--- src/rtl/fb_pkg.sv ---
`default_nettype none
// ============================================================================
//  Module      : fb_pkg
//  Description : Shared constants and state encoding for the framebuffer
//                write path (write arbiter, sweep counter, scan-out).
//  Revision    : 1.0  initial release
// ============================================================================
package fb_pkg;

    // Visible raster and bus widths
    localparam int H_RES       = 320;
    localparam int V_RES       = 240;
    localparam int COORD_W     = 11;
    localparam int COLOR_W     = 3;

    // Colour written by the full-screen clear sweep
    localparam int CLEAR_COLOR = 0;

    // Arbiter state encoding. ST_DONE is a reserved code; any code other
    // than ST_CLEAR behaves exactly like ST_IDLE.
    typedef logic [1:0] fb_state_t;
    localparam fb_state_t ST_IDLE  = 2'b00;
    localparam fb_state_t ST_CLEAR = 2'b01;
    localparam fb_state_t ST_DONE  = 2'b10;

endpackage : fb_pkg
`default_nettype wire

--- src/rtl/fb_sweep_counter.sv ---
`default_nettype none
// ============================================================================
//  Module      : fb_sweep_counter
//  Description : Row-major raster counter. Load returns it to (0,0); enable
//                advances one pixel with x wrapping at H_RES-1 and y stepping
//                on that wrap. Exposes the raster successor of the current
//                position and a combinational last-pixel flag so a caller can
//                register the next coordinate without a second adder.
//  Revision    : 1.0  initial release
// ============================================================================
module fb_sweep_counter
    import fb_pkg::*;
#(
    parameter int H_RES   = fb_pkg::H_RES,
    parameter int V_RES   = fb_pkg::V_RES,
    parameter int COORD_W = fb_pkg::COORD_W
) (
    input  logic               clk,
    input  logic               rst,
    input  logic               i_load,
    input  logic               i_en,
    output logic [COORD_W-1:0] o_next_x,
    output logic [COORD_W-1:0] o_next_y,
    output logic               o_last
);

    // Limits are the last legal coordinate, so a counter can never reach
    // H_RES or V_RES even for one cycle.
    localparam logic [COORD_W-1:0] c_x_max = COORD_W'(H_RES - 1);
    localparam logic [COORD_W-1:0] c_y_max = COORD_W'(V_RES - 1);
    localparam logic [COORD_W-1:0] c_zero  = '0;
    localparam logic [COORD_W-1:0] c_one   = COORD_W'(1);

    logic [COORD_W-1:0] r_x;
    logic [COORD_W-1:0] r_y;
    logic               w_x_wrap;
    logic               w_y_wrap;
    logic [COORD_W-1:0] w_next_x;
    logic [COORD_W-1:0] w_next_y;

    // Successor of the current position in row-major order
    always_comb begin
        w_x_wrap = (r_x == c_x_max);
        w_y_wrap = (r_y == c_y_max);
        w_next_x = w_x_wrap ? c_zero : (r_x + c_one);
        w_next_y = w_x_wrap ? (w_y_wrap ? c_zero : (r_y + c_one)) : r_y;
    end

    // Position register: load has priority over enable
    always_ff @(posedge clk) begin
        if (rst) begin
            r_x <= c_zero;
            r_y <= c_zero;
        end else if (i_load) begin
            r_x <= c_zero;
            r_y <= c_zero;
        end else if (i_en) begin
            r_x <= w_next_x;
            r_y <= w_next_y;
        end
    end

    assign o_next_x = w_next_x;
    assign o_next_y = w_next_y;
    assign o_last   = w_x_wrap && w_y_wrap;

endmodule : fb_sweep_counter
`default_nettype wire

--- src/rtl/fb_write_arbiter.sv ---
`default_nettype none
// ============================================================================
//  Module      : fb_write_arbiter
//  Description : Sole owner of the framebuffer write port. A full-screen
//                clear sweep (one-cycle trigger) has priority over a
//                valid/ready pixel-draw stream; draws stall while the sweep
//                runs. All writes leave on one registered port.
//  Options     : FB_DRAW_CLIP_EN - when defined, accepted draws with
//                x >= H_RES or y >= V_RES are handshaken but not written.
//  Revision    : 1.0  initial release
// ============================================================================
module fb_write_arbiter
    import fb_pkg::*;
#(
    parameter int H_RES       = fb_pkg::H_RES,
    parameter int V_RES       = fb_pkg::V_RES,
    parameter int COORD_W     = fb_pkg::COORD_W,
    parameter int COLOR_W     = fb_pkg::COLOR_W,
    parameter int CLEAR_COLOR = fb_pkg::CLEAR_COLOR
) (
    input  logic               clock,
    input  logic               reset,
    input  logic               clear_req,
    output logic               clear_busy,
    output logic               clear_done,
    input  logic               draw_valid,
    output logic               draw_ready,
    input  logic [COORD_W-1:0] draw_x,
    input  logic [COORD_W-1:0] draw_y,
    input  logic [COLOR_W-1:0] draw_color,
    output logic [COORD_W-1:0] fb_x,
    output logic [COORD_W-1:0] fb_y,
    output logic [COLOR_W-1:0] fb_color,
    output logic               fb_we
);

    localparam logic [COLOR_W-1:0] c_clear_color = COLOR_W'(CLEAR_COLOR);
    localparam logic [COORD_W-1:0] c_zero        = '0;

    fb_state_t          r_state;
    fb_state_t          w_state_next;

    logic               w_sweep_active;
    logic               w_sweep_load;
    logic               w_sweep_en;
    logic               w_sweep_last;
    logic [COORD_W-1:0] w_sweep_next_x;
    logic [COORD_W-1:0] w_sweep_next_y;

    logic               w_draw_ready;
    logic               w_accept;
    logic               w_in_range;

    logic [COORD_W-1:0] r_fb_x;
    logic [COORD_W-1:0] r_fb_y;
    logic [COLOR_W-1:0] r_fb_color;
    logic               r_fb_we;
    logic               r_clear_done;

    // The counter tracks the coordinate currently on the fb port during a
    // sweep; its successor is what gets registered onto the port next.
    fb_sweep_counter #(
        .H_RES   (H_RES),
        .V_RES   (V_RES),
        .COORD_W (COORD_W)
    ) u_sweep (
        .clk      (clock),
        .rst      (reset),
        .i_load   (w_sweep_load),
        .i_en     (w_sweep_en),
        .o_next_x (w_sweep_next_x),
        .o_next_y (w_sweep_next_y),
        .o_last   (w_sweep_last)
    );

`ifdef FB_DRAW_CLIP_EN
    // Off-screen draws still complete the handshake but are never written
    localparam logic [COORD_W-1:0] c_x_max = COORD_W'(H_RES - 1);
    localparam logic [COORD_W-1:0] c_y_max = COORD_W'(V_RES - 1);
    assign w_in_range = (draw_x <= c_x_max) && (draw_y <= c_y_max);
`else
    // Caller guarantees on-screen coordinates
    assign w_in_range = 1'b1;
`endif

    // State register
    always_ff @(posedge clock) begin
        if (reset) begin
            r_state <= ST_IDLE;
        end else begin
            r_state <= w_state_next;
        end
    end

    // Next-state logic: a clear request during a sweep is ignored, and every
    // code other than ST_CLEAR (including the reserved one) acts as idle
    always_comb begin
        w_state_next = ST_IDLE;
        case (r_state)
            ST_CLEAR: w_state_next = w_sweep_last ? ST_IDLE : ST_CLEAR;
            default:  w_state_next = clear_req ? ST_CLEAR : ST_IDLE;
        endcase
    end

    // State-decoded controls: clear beats a simultaneous draw
    always_comb begin
        w_sweep_active = (r_state == ST_CLEAR);
        w_draw_ready   = !w_sweep_active && !clear_req;
        w_accept       = draw_valid && w_draw_ready;
        w_sweep_load   = !w_sweep_active && clear_req;
        w_sweep_en     = w_sweep_active && !w_sweep_last;
    end

    // Registered write port and completion pulse
    always_ff @(posedge clock) begin
        if (reset) begin
            r_fb_x       <= c_zero;
            r_fb_y       <= c_zero;
            r_fb_color   <= '0;
            r_fb_we      <= 1'b0;
            r_clear_done <= 1'b0;
        end else begin
            r_fb_we      <= 1'b0;
            r_clear_done <= 1'b0;
            if (w_sweep_active) begin
                if (w_sweep_last) begin
                    r_clear_done <= 1'b1;
                end else begin
                    r_fb_we    <= 1'b1;
                    r_fb_x     <= w_sweep_next_x;
                    r_fb_y     <= w_sweep_next_y;
                    r_fb_color <= c_clear_color;
                end
            end else if (clear_req) begin
                // First sweep pixel goes out the cycle after the request
                r_fb_we    <= 1'b1;
                r_fb_x     <= c_zero;
                r_fb_y     <= c_zero;
                r_fb_color <= c_clear_color;
            end else if (w_accept && w_in_range) begin
                r_fb_we    <= 1'b1;
                r_fb_x     <= draw_x;
                r_fb_y     <= draw_y;
                r_fb_color <= draw_color;
            end
        end
    end

    assign clear_busy = w_sweep_active;
    assign clear_done = r_clear_done;
    assign draw_ready = w_draw_ready;
    assign fb_x       = r_fb_x;
    assign fb_y       = r_fb_y;
    assign fb_color   = r_fb_color;
    assign fb_we      = r_fb_we;

endmodule : fb_write_arbiter
`default_nettype wire
--- config.mk ---
export PLATFORM = sky130hd
export DESIGN_NAME = fb_write_arbiter
export DESIGN_NICKNAME = d
export VERILOG_FILES = /design/src/rtl/fb_pkg.sv /design/src/rtl/fb_sweep_counter.sv /design/src/rtl/fb_write_arbiter.sv
export SDC_FILE = /design/constraint.sdc
export NUM_CORES = 1
export LEC_CHECK = 0
export BUFFER_PORTS_ARGS = -buffer_cell sky130_fd_sc_hd__buf_2
export CORE_AREA = 2 2 80 82
export DETAILED_ROUTE_END_ITERATION = 10
export DIE_AREA = 0 0 82 84
export GPL_TIMING_DRIVEN = 1
export HOLD_SLACK_MARGIN = 0.05
export MAX_ROUTING_LAYER = met4
export PLACE_DENSITY = 0.66
export SYNTH_ARGS = -nofsm -noshare
export SYNTH_HDL_FRONTEND = slang
export SYNTH_SLANG_ARGS = --single-unit
export TNS_END_PERCENT = 50
--- constraint.sdc ---
create_clock -name clock -period 3.8 [get_ports clock]
set_input_delay 0.19 -clock clock [delete_from_list [all_inputs] [get_ports clock]]
set_output_delay 0.19 -clock clock [all_outputs]
set_load 0.05 [all_outputs]
* Yosys cells after proc, flatten, opt, wreduce, memory -nomap -nowiden
Cells that the tools add are included.
** Cells by class
- Add/subtract/negate cells :: 2
- Eq/ne operators :: 4
- Muxes and demuxes :: 23
- Bitwise logic cells :: 1
- Reduce and logical (&&, ||, !) cells :: 12
** Operators by type and width (count)
- 2-to-1 mux 11 bit :: 11
- adder 11 x 1 -> 11 bit, second input constant :: 2
- 2-to-1 mux 3 bit :: 4
- == test 11 x 8 -> 1 bit, second input constant :: 1
- == test 11 x 9 -> 1 bit, second input constant :: 1
- 2-to-1 mux 1 bit :: 8
- logical AND 1 bit :: 5
- OR reduction 2 bit :: 2
- logical NOT 1 bit :: 3
- nonzero test 3 bit :: 1
- == test 2 x 1 -> 1 bit, second input constant :: 1
- != test 2 bit, second input constant :: 1
- AND reduction 2 bit :: 1
- inverter 1 bit :: 1
** Word-level totals
- Register bits after elaboration :: 51
- Logic and storage cells :: 50

* Depth between registers and ports, before layout
Gate-level depths: netlist (run 1).
- Depth in word-level cells :: 7
- Gate-level depth with buffers :: 9
- Gate-level depth less buffers :: 6

* By module
From an unflattened synthesis (run 1), not the netlist that was laid out.
** Unflattened totals
- Cells, all modules :: 374
- Area total of the unflattened synthesis :: 2929.1 sq um
** Modules (own cells, without submodules)
- fb_sweep_counter :: instances 1, cells an instance 202, area each 1530.2 sq um
- fb_write_arbiter :: instances 1, cells an instance 172, area each 1398.8 sq um

* Least setup slack after synthesis (run 1)
No wires, ideal clock.
- Kind :: reg-to-reg
- From :: register r_state[0]
- To :: register r_fb_y[5] (netlist: fb_y[5])
- Data arrival time :: 2.330 ns
- Data required time :: 3.709 ns
- Path slack :: 1.379 ns
- Cell stages (with the launch flop) :: 7
- Buffers on the path :: 2
- Period minus slack after synthesis :: 2.421 ns
- Path through :: dfxtp_1 -> clkbuf_1 -> inv_1 -> or3_1 -> o32a_1 -> clkbuf_1 -> a311oi_1
** Between the ends
- Longest elaborated chain between the ends :: 6
- Elaborated cells on any way between the ends :: 8
** Ends and longest elaborated chain
- from (decl) :: line fb_write_arbiter.sv:40 : fb_state_t r_state;
- from (signal assigned) :: line fb_write_arbiter.sv:91 : r_state <= w_state_next;
- == test 2 x 1 -> 1 bit * :: line fb_write_arbiter.sv:107 : w_sweep_active = (r_state == ST_CLEAR);
- logical NOT 1 bit :: line fb_write_arbiter.sv:108 : w_draw_ready = !w_sweep_active && !clear_req;
- logical AND 1 bit :: line fb_write_arbiter.sv:108
- logical AND 1 bit :: line fb_write_arbiter.sv:109 : w_accept = draw_valid && w_draw_ready;
- nonzero test 3 bit (no line)
- AND reduction 2 bit (no line)
- to (signal assigned) :: line fb_write_arbiter.sv:118 : r_fb_y <= c_zero;
- to (signal assigned) :: line fb_write_arbiter.sv:131 : r_fb_y <= w_sweep_next_y;
- to (signal assigned) :: line fb_write_arbiter.sv:138 : r_fb_y <= c_zero;
- to (decl) :: line fb_write_arbiter.sv:55 : logic [COORD_W-1:0] r_fb_y;
Every way passes the cells marked *; elsewhere a longest branch is shown, timed or not.
A chain may end at the register's enable or synchronous reset.

* Worst setup path in the final report (run 1)
- From :: register u_sweep.r_y[0]
- To :: register r_fb_y[6] (netlist: fb_y[6])
** Between the ends
- Longest elaborated chain between the ends :: 5
- Elaborated cells on any way between the ends :: 9
** Ends and longest elaborated chain
- from (decl) :: line fb_sweep_counter.sv:35 : logic [COORD_W-1:0] r_y;
- from (signal assigned) :: line fb_sweep_counter.sv:53 : r_y <= c_zero;
- from (signal assigned) :: line fb_sweep_counter.sv:56 : r_y <= c_zero;
- from (signal assigned) :: line fb_sweep_counter.sv:59 : r_y <= w_next_y;
- adder 11 x 1 -> 11 bit or == test 11 x 8 -> 1 bit (tied branches) :: line fb_sweep_counter.sv:46, fb_sweep_counter.sv:44
- 2-to-1 mux 11 bit (2 in series) :: line fb_sweep_counter.sv:46 : w_next_y = w_x_wrap ? (w_y_wrap ? c_zero : (r_y + c_one)) : r_y;
- 2-to-1 mux 11 bit :: line fb_write_arbiter.sv:126 : if (w_sweep_last) begin
- 2-to-1 mux 11 bit :: line fb_write_arbiter.sv:125 : if (w_sweep_active) begin
- to (signal assigned) :: line fb_write_arbiter.sv:131
- to (signal assigned) :: line fb_write_arbiter.sv:138
- to (signal assigned) :: line fb_write_arbiter.sv:143 : r_fb_y <= draw_y;
Several ways; a longest one is shown, not always the timed one. The select of a mux whose other input is x is not followed.

==> metrics.cfg, run 1 <==
[run_status]
outcome=finished, final reports clean

[critical_path]
worst-setup-path-type=reg -> reg
worstSetupStartpointType=register
reg2reg_to=fb_y[6]$_SDFFE_PP0P_
r2r_cells=6
worstPathArrival_ns=3.02
r2r-start=u_sweep.r_y[0]$_SDFFE_PP0P_
cp.required_ns=3.94
endpoint_kind=register
rrSetupSlack_ns=0.91
crit_path_max_fanout=32

[sta]
rsz0062_at_grt=no
fmax_mhz=346.4
setup_viol=0
timing.slew.headroom=0.2405
tightestPinTransition_ns=1.138
maxSlewViolCount=0
hold_viol=0
period_share=0.7597
setup_tns_ns=0
finalClockSkew_ns=0.004523
whs_ns=0.1294
final.min_clock_period_ns=2.887

[clock_network]
numCtsBuffers=5
cts_tree=yes
ctsRootBufferMaster=clkbuf_8
cts.sinks=50
htree_levels=2
post-cts-setup-buffers=0
worstSkewPairLatency_ns=0.31
cts_resized=0
postCtsHoldBufs=0
cts_buffer_depth=2
clk_pin_slew_ns=0.10

[power]
p_leak_uw=0.001174
total_power_uw=1119
pwr-share-clk=0.358
p_int_uw=785.2
swShare=0.2980
p_comb_frac=0.151
p_seq_frac=0.491
ir_worst_vdd_uv=245.5
p_per_area_mw_per_mm2=367.1
power.switching_uw=333.3

[placed_design]
io_buffers=57
place.gp.congestion=0.8458
place_hpwl_mm=5.141
placed_area_mm2=0.002930

[synthesis]
synth_area_mm2=0.002663
synth_seq_cells=50
yosys.area.top_type=dfxtp_1
ys_warn_count=0
async_flop_share=0
synth_commonest_cells=50 x dfxtp_1, 45 x nor2_1, 25 x nand2_1, 23 x clkbuf_1, 17 x o21ai_0
yosysTopAreaCellShare=0.3759
synth.avg_cell_area_um2=8.093
synth_edf_count=0
synthTopCellsByArea=dfxtp_1 38%, nor2_1 6.3%, nand2_1 3.5%
ys_seq_area_frac=0.3759
syn_nets=360
synth_ff_type=dfxtp_1
yosysMostFrequentCell=dfxtp_1
synthDistinctLibCells=54
syn_inst=329

[floorplanning]
start_util=0.4368
die_w_um=82
io_pins=58
dieHeight_um=84
coreArea_mm2=0.006096
std_cell_rows=29
die-area_mm2=0.006888

[worst_hold_path]
hold_path_class=in -> reg
holdPathStages=3
worstHoldStart=draw_color[2]
whs_endpoint=fb_color[2]$_SDFFE_PP0P_

[drt]
wl_per_cell_um=16.72
drt-vias-per-instance=5.858
dr.first_iter.drc_count=197
vias=2595
final_antenna_net_count=0
drc=0
totalWireLength_mm=7.406
dr.pass1.iters=5

[global_routing]
overflow=0
grt_pass1_wl_mm=11.59
grt_max_degree=33
grt_usage=0.2238
grt_pass1_vias=2298
antenna_found_initial=0

[layout]
final_nets=396
antenna_cells=0
drive_above_1_share=0.2077
area_growth_pct=14.43
design_area_mm2=0.003047

[job]
cap_violations=0

[critical path: stages (launching register included)]
cell	delay, ns
dfxtp_1	0.45
ha_1	0.31
nand4_1	0.20
or4_1	0.65
o32a_1	0.80
nor2_1	0.22
a311oi_1	0.07
[worst max-delay path by stage]
stage / slack (ns) / endpoint / depth (start not counted) / startpoint
2_1_floorplan: 1.38 / fb_y[5]$_SDFFE_PP0P_ / 6 / r_state[0]$_SDFF_PP0_
3_3_place_gp: 1.08 / fb_y[9]$_SDFFE_PP0P_ / 6 / u_sweep.r_y[0]$_SDFFE_PP0P_
3_5_place_dp: 0.99 / fb_y[8]$_SDFFE_PP0P_ / 5 / u_sweep.r_y[0]$_SDFFE_PP0P_
4_1_cts: 0.93 / fb_y[8]$_SDFFE_PP0P_ / 5 / u_sweep.r_y[0]$_SDFFE_PP0P_
5_1_grt: 0.70 / fb_y[8]$_SDFFE_PP0P_ / 6 / u_sweep.r_y[0]$_SDFFE_PP0P_
6_report: 0.91 / fb_y[6]$_SDFFE_PP0P_ / 6 / u_sweep.r_y[0]$_SDFFE_PP0P_
[power groups by stage]
stage                     sequential, uW  clock (uW)  combinational [uW]
after detailed placement             562           0                 168
final                                549         401                 168
after floorplan                      617           0                64.2
after global placement               561           0                 167
after CTS                            549         404                 168
after global routing                 551         422                 180
[layer usage]
layer / global-route usage / routed length [um] / vias to the layer above
li1: - / - / 1298
met1: 0.2942 / 3329 / 1213
met2: 0.3466 / 3643 / 75
met3: 0.03571 / 316 / 9
met4: 0.07727 / 116 / 0
met5: - / 0 / -
[per-stage QoR]
| step | cells | setup slack (ns) | util |
|---|---|---|---|
| after floorplan | 329 | 1.379 | - |
| after global placement | 435 | 1.077 | 0.4807 |
| after detailed placement | 435 | 0.9861 | 0.4807 |
| after CTS | 443 | 0.9304 | 0.4998 |
| after global routing | 443 | 0.6985 | 0.4998 |
| final | 443 | 0.9133 | 0.4998 |
[flip-flops by register name, summed over array words and instances, names as in the netlist]
signal       flops
u_sweep.r_x     11
clear_done       1
r_state          1
u_sweep.r_y     11
fb_color         3
fb_y            11
fb_we            1
fb_x            11
[cell families after synthesis]
kind of cell	Yosys count	synth area share
mux	4	0.01645
simple gates	139	0.2655
compound gates	87	0.2359
xor+xnor	13	0.04276
buf+inv	34	0.05404
flops	50	0.3759
fa+ha+maj	2	0.009397
[cell type report]
class	instances	area (um2)
Tap cell	77	96.34
Fill cell	623	3049
Clock buffer	5	68.82
Sequential cell	50	1001
Multi-Input combinational cell	245	1518
Inverter	4	15.01
Clock inverter	3	47.55
Timing Repair Buffer	59	300.3
[placed cells by master (no fill, tap or decap), types with 3 or more instances in the layout]
cell	count
dfxtp_1	50
mux2_2	3
a21oi_1	16
o21ai_0	17
nor4_1	9
nor2_1	45
a221oi_1	3
xor2_1	9
buf_2	57
nand4_1	6
a32oi_1	7
a311oi_1	9
o21a_1	3
a211oi_1	7
nor3_1	13
or4_1	8
o31ai_1	6
clkbuf_8	5
xnor2_1	4
inv_1	3
nand3_1	14
nand2_1	25
and3_1	4
No activity file was read; power rests on OpenSTA's default activity.
==> inputs of run 2 (changes only) <==
clock period = 2.95 ns   (was 3.8 ns; I/O delays follow)
==> metrics.cfg, run 2 (synthesized netlist as in run 1, its figures left out) <==
[sta]
finalClockSkew_ns=0.005150  ; was 0.004523 ns
tightestPinTransition_ns=0.7519  ; was 1.138 ns
hold_viol=0  ; unchanged
whs_ns=0.09870  ; was 0.1294 ns
setup_tns_ns=0  ; unchanged
period_share=0.8912  ; was 0.7597
setup_viol=0  ; unchanged
maxSlewViolCount=0  ; unchanged
timing.slew.headroom=0.4987  ; was 0.2405
setup_ws_ns=0.3210  ; was 0.9133 ns
rsz0062_at_grt=no  ; unchanged
fmax_mhz=380.4  ; was 346.4 MHz
final.min_clock_period_ns=2.629  ; was 2.887 ns

[floorplanning]
dieHeight_um=84  ; unchanged
start_util=0.4368  ; unchanged
die_w_um=82  ; unchanged
io_pins=58  ; unchanged
coreArea_mm2=0.006096  ; unchanged
std_cell_rows=29  ; unchanged
die-area_mm2=0.006888  ; unchanged

[clock_network]
clk_pin_slew_ns=0.09  ; was 0.10 ns
postCtsHoldBufs=0  ; unchanged
cts_tree=yes  ; unchanged
cts_buffer_depth=2  ; unchanged
ctsRootBufferMaster=clkbuf_8  ; unchanged
cts_resized=0  ; unchanged
worstSkewPairLatency_ns=0.30  ; was 0.31 ns
post-cts-setup-buffers=0  ; unchanged
numCtsBuffers=5  ; unchanged
cts.sinks=50  ; unchanged
htree_levels=2  ; unchanged

[placed_design]
place.gp.congestion=0.8680  ; was 0.8458
place_hpwl_mm=5.133  ; was 5.141 mm
io_buffers=57  ; unchanged
placed_area_mm2=0.002968  ; was 0.002930 mm2
place_ws_ns=0.3634  ; was 0.9861 ns
dp_cells=440  ; was 435

[drt]
dr.pass1.iters=4  ; was 5
vias=2688  ; was 2595
dr.first_iter.drc_count=152  ; was 197
drt-vias-per-instance=6.000  ; was 5.858
final_antenna_net_count=0  ; unchanged
wl_per_cell_um=15.95  ; was 16.72 um
drc=0  ; unchanged
totalWireLength_mm=7.146  ; was 7.406 mm

[worst_hold_path]
hold_path_class=in -> reg  ; unchanged
worstHoldStart=draw_color[0]  ; was draw_color[2]
whs_endpoint=fb_color[0]$_SDFFE_PP0P_  ; was fb_color[2]$_SDFFE_PP0P_
holdPathStages=3  ; unchanged

[layout]
final_nets=401  ; was 396
mostFrequentLayoutCells=57 x buf_2, 50 x dfxtp_1, 45 x nor2_1  ; unchanged
multiInputGateArea_mm2=0.001518  ; unchanged
final_cells=448  ; was 443
fillers=621  ; was 623
design_area_mm2=0.003063  ; was 0.003047 mm2
final-seq-area_mm2=0.001001  ; unchanged
drive_above_1_share=0.2183  ; was 0.2077
antenna_cells=0  ; unchanged
layout_commonest_cell=buf_2  ; unchanged
area_growth_pct=15.04  ; was 14.43%

[critical_path]
worst-setup-path-type=reg -> reg  ; unchanged
endpoint_kind=register  ; unchanged
cp_slowest_cell=or4_1  ; was o32a_1
crit_path_max_fanout=9  ; was 32
reg2reg_to=fb_y[6]$_SDFFE_PP0P_  ; unchanged
worstPathArrival_ns=2.80  ; was 3.02 ns
path_cells=or4b_1 > or4_1 > o31a_1 > o21ai_0 > a311oi_1  ; was ha_1 > nand4_1 > or4_1 > o32a_1 > nor2_1 > a311oi_1
worstSetupStartpointType=register  ; unchanged
rrSetupSlack_ns=0.32  ; was 0.91 ns
cp.required_ns=3.12  ; was 3.94 ns
slowest_delay_ns=0.67  ; was 0.80 ns
r2r_cells=5  ; was 6
r2r-start=u_sweep.r_x[8]$_SDFFE_PP0P_  ; was u_sweep.r_y[0]$_SDFFE_PP0P_

[job]
cap_violations=0  ; unchanged

[power]
p_per_area_mw_per_mm2=439.9  ; was 367.1 mW/mm2
p_leak_uw=0.001187  ; was 0.001174 uW
ir_worst_vdd_uv=345.0  ; was 245.5 uV

[global_routing]
grt_pass1_vias=2370  ; was 2298
grt_pass1_wl_mm=11.63  ; was 11.59 mm
grt_usage=0.2194  ; was 0.2238
grt_max_degree=33  ; unchanged
antenna_found_initial=0  ; unchanged
overflow=0  ; unchanged

[run_status]
outcome=finished, final reports clean  ; unchanged

[run 2: routing by layer]
layer | global-route usage | up-vias | wire (um)
met2 | 0.3245 | 90 | 3457
li1 | - | 1310 | -
met1 | 0.2897 | 1265 | 3139
met5 | - | - | 0
met3 | 0.03896 | 23 | 344
met4 | 0.09848 | 0 | 204
[run 2: how the worst max path moves through the flow]
stage                                           start                     endpoint  slack (ns)
after CTS                 u_sweep.r_y[0]$_SDFFE_PP0P_         fb_y[8]$_SDFFE_PP0P_        0.34
after global routing      u_sweep.r_x[8]$_SDFFE_PP0P_  u_sweep.r_y[6]$_SDFFE_PP0P_        0.12
after floorplan                 r_state[0]$_SDFF_PP0_         fb_y[5]$_SDFFE_PP0P_        0.53
after detailed placement  u_sweep.r_x[6]$_SDFFE_PP0P_         fb_y[6]$_SDFFE_PP0P_        0.36
final                     u_sweep.r_x[8]$_SDFFE_PP0P_         fb_y[6]$_SDFFE_PP0P_        0.32
after global placement    u_sweep.r_y[0]$_SDFFE_PP0P_         fb_x[2]$_SDFFE_PP0P_        0.37
[run 2: critical path, delay by kind of cell (launching register included)]
kind | cells | cell delay (ns)
simple gates | 2 | 1.31
compound gates | 3 | 0.74
flops | 1 | 0.44
[run 2: through the flow]
stage / utilization / power [uW]
2_1_floorplan: - / 877.8
3_3_place_gp: 0.4869 / 939.5
3_5_place_dp: 0.4869 / 940.7
4_1_cts: 0.5025 / 1360
5_1_grt: 0.5025 / 1404
6_report: 0.5025 / 1347
[run 2: where the power goes]
group          switching, uW  internal [uW]  total [uW]
combinational            157           59.6         217
sequential              11.1            696         708
clock                    234            189         423
[run 2: cell type report]
type | count | area share
Clock buffer | 6 | 0.02696
Inverter | 4 | 0.004902
Tap cell | 77 | 0.03145
Sequential cell | 50 | 0.3268
Clock inverter | 2 | 0.004085
Multi-Input combinational cell | 245 | 0.4955
Timing Repair Buffer | 64 | 0.1103
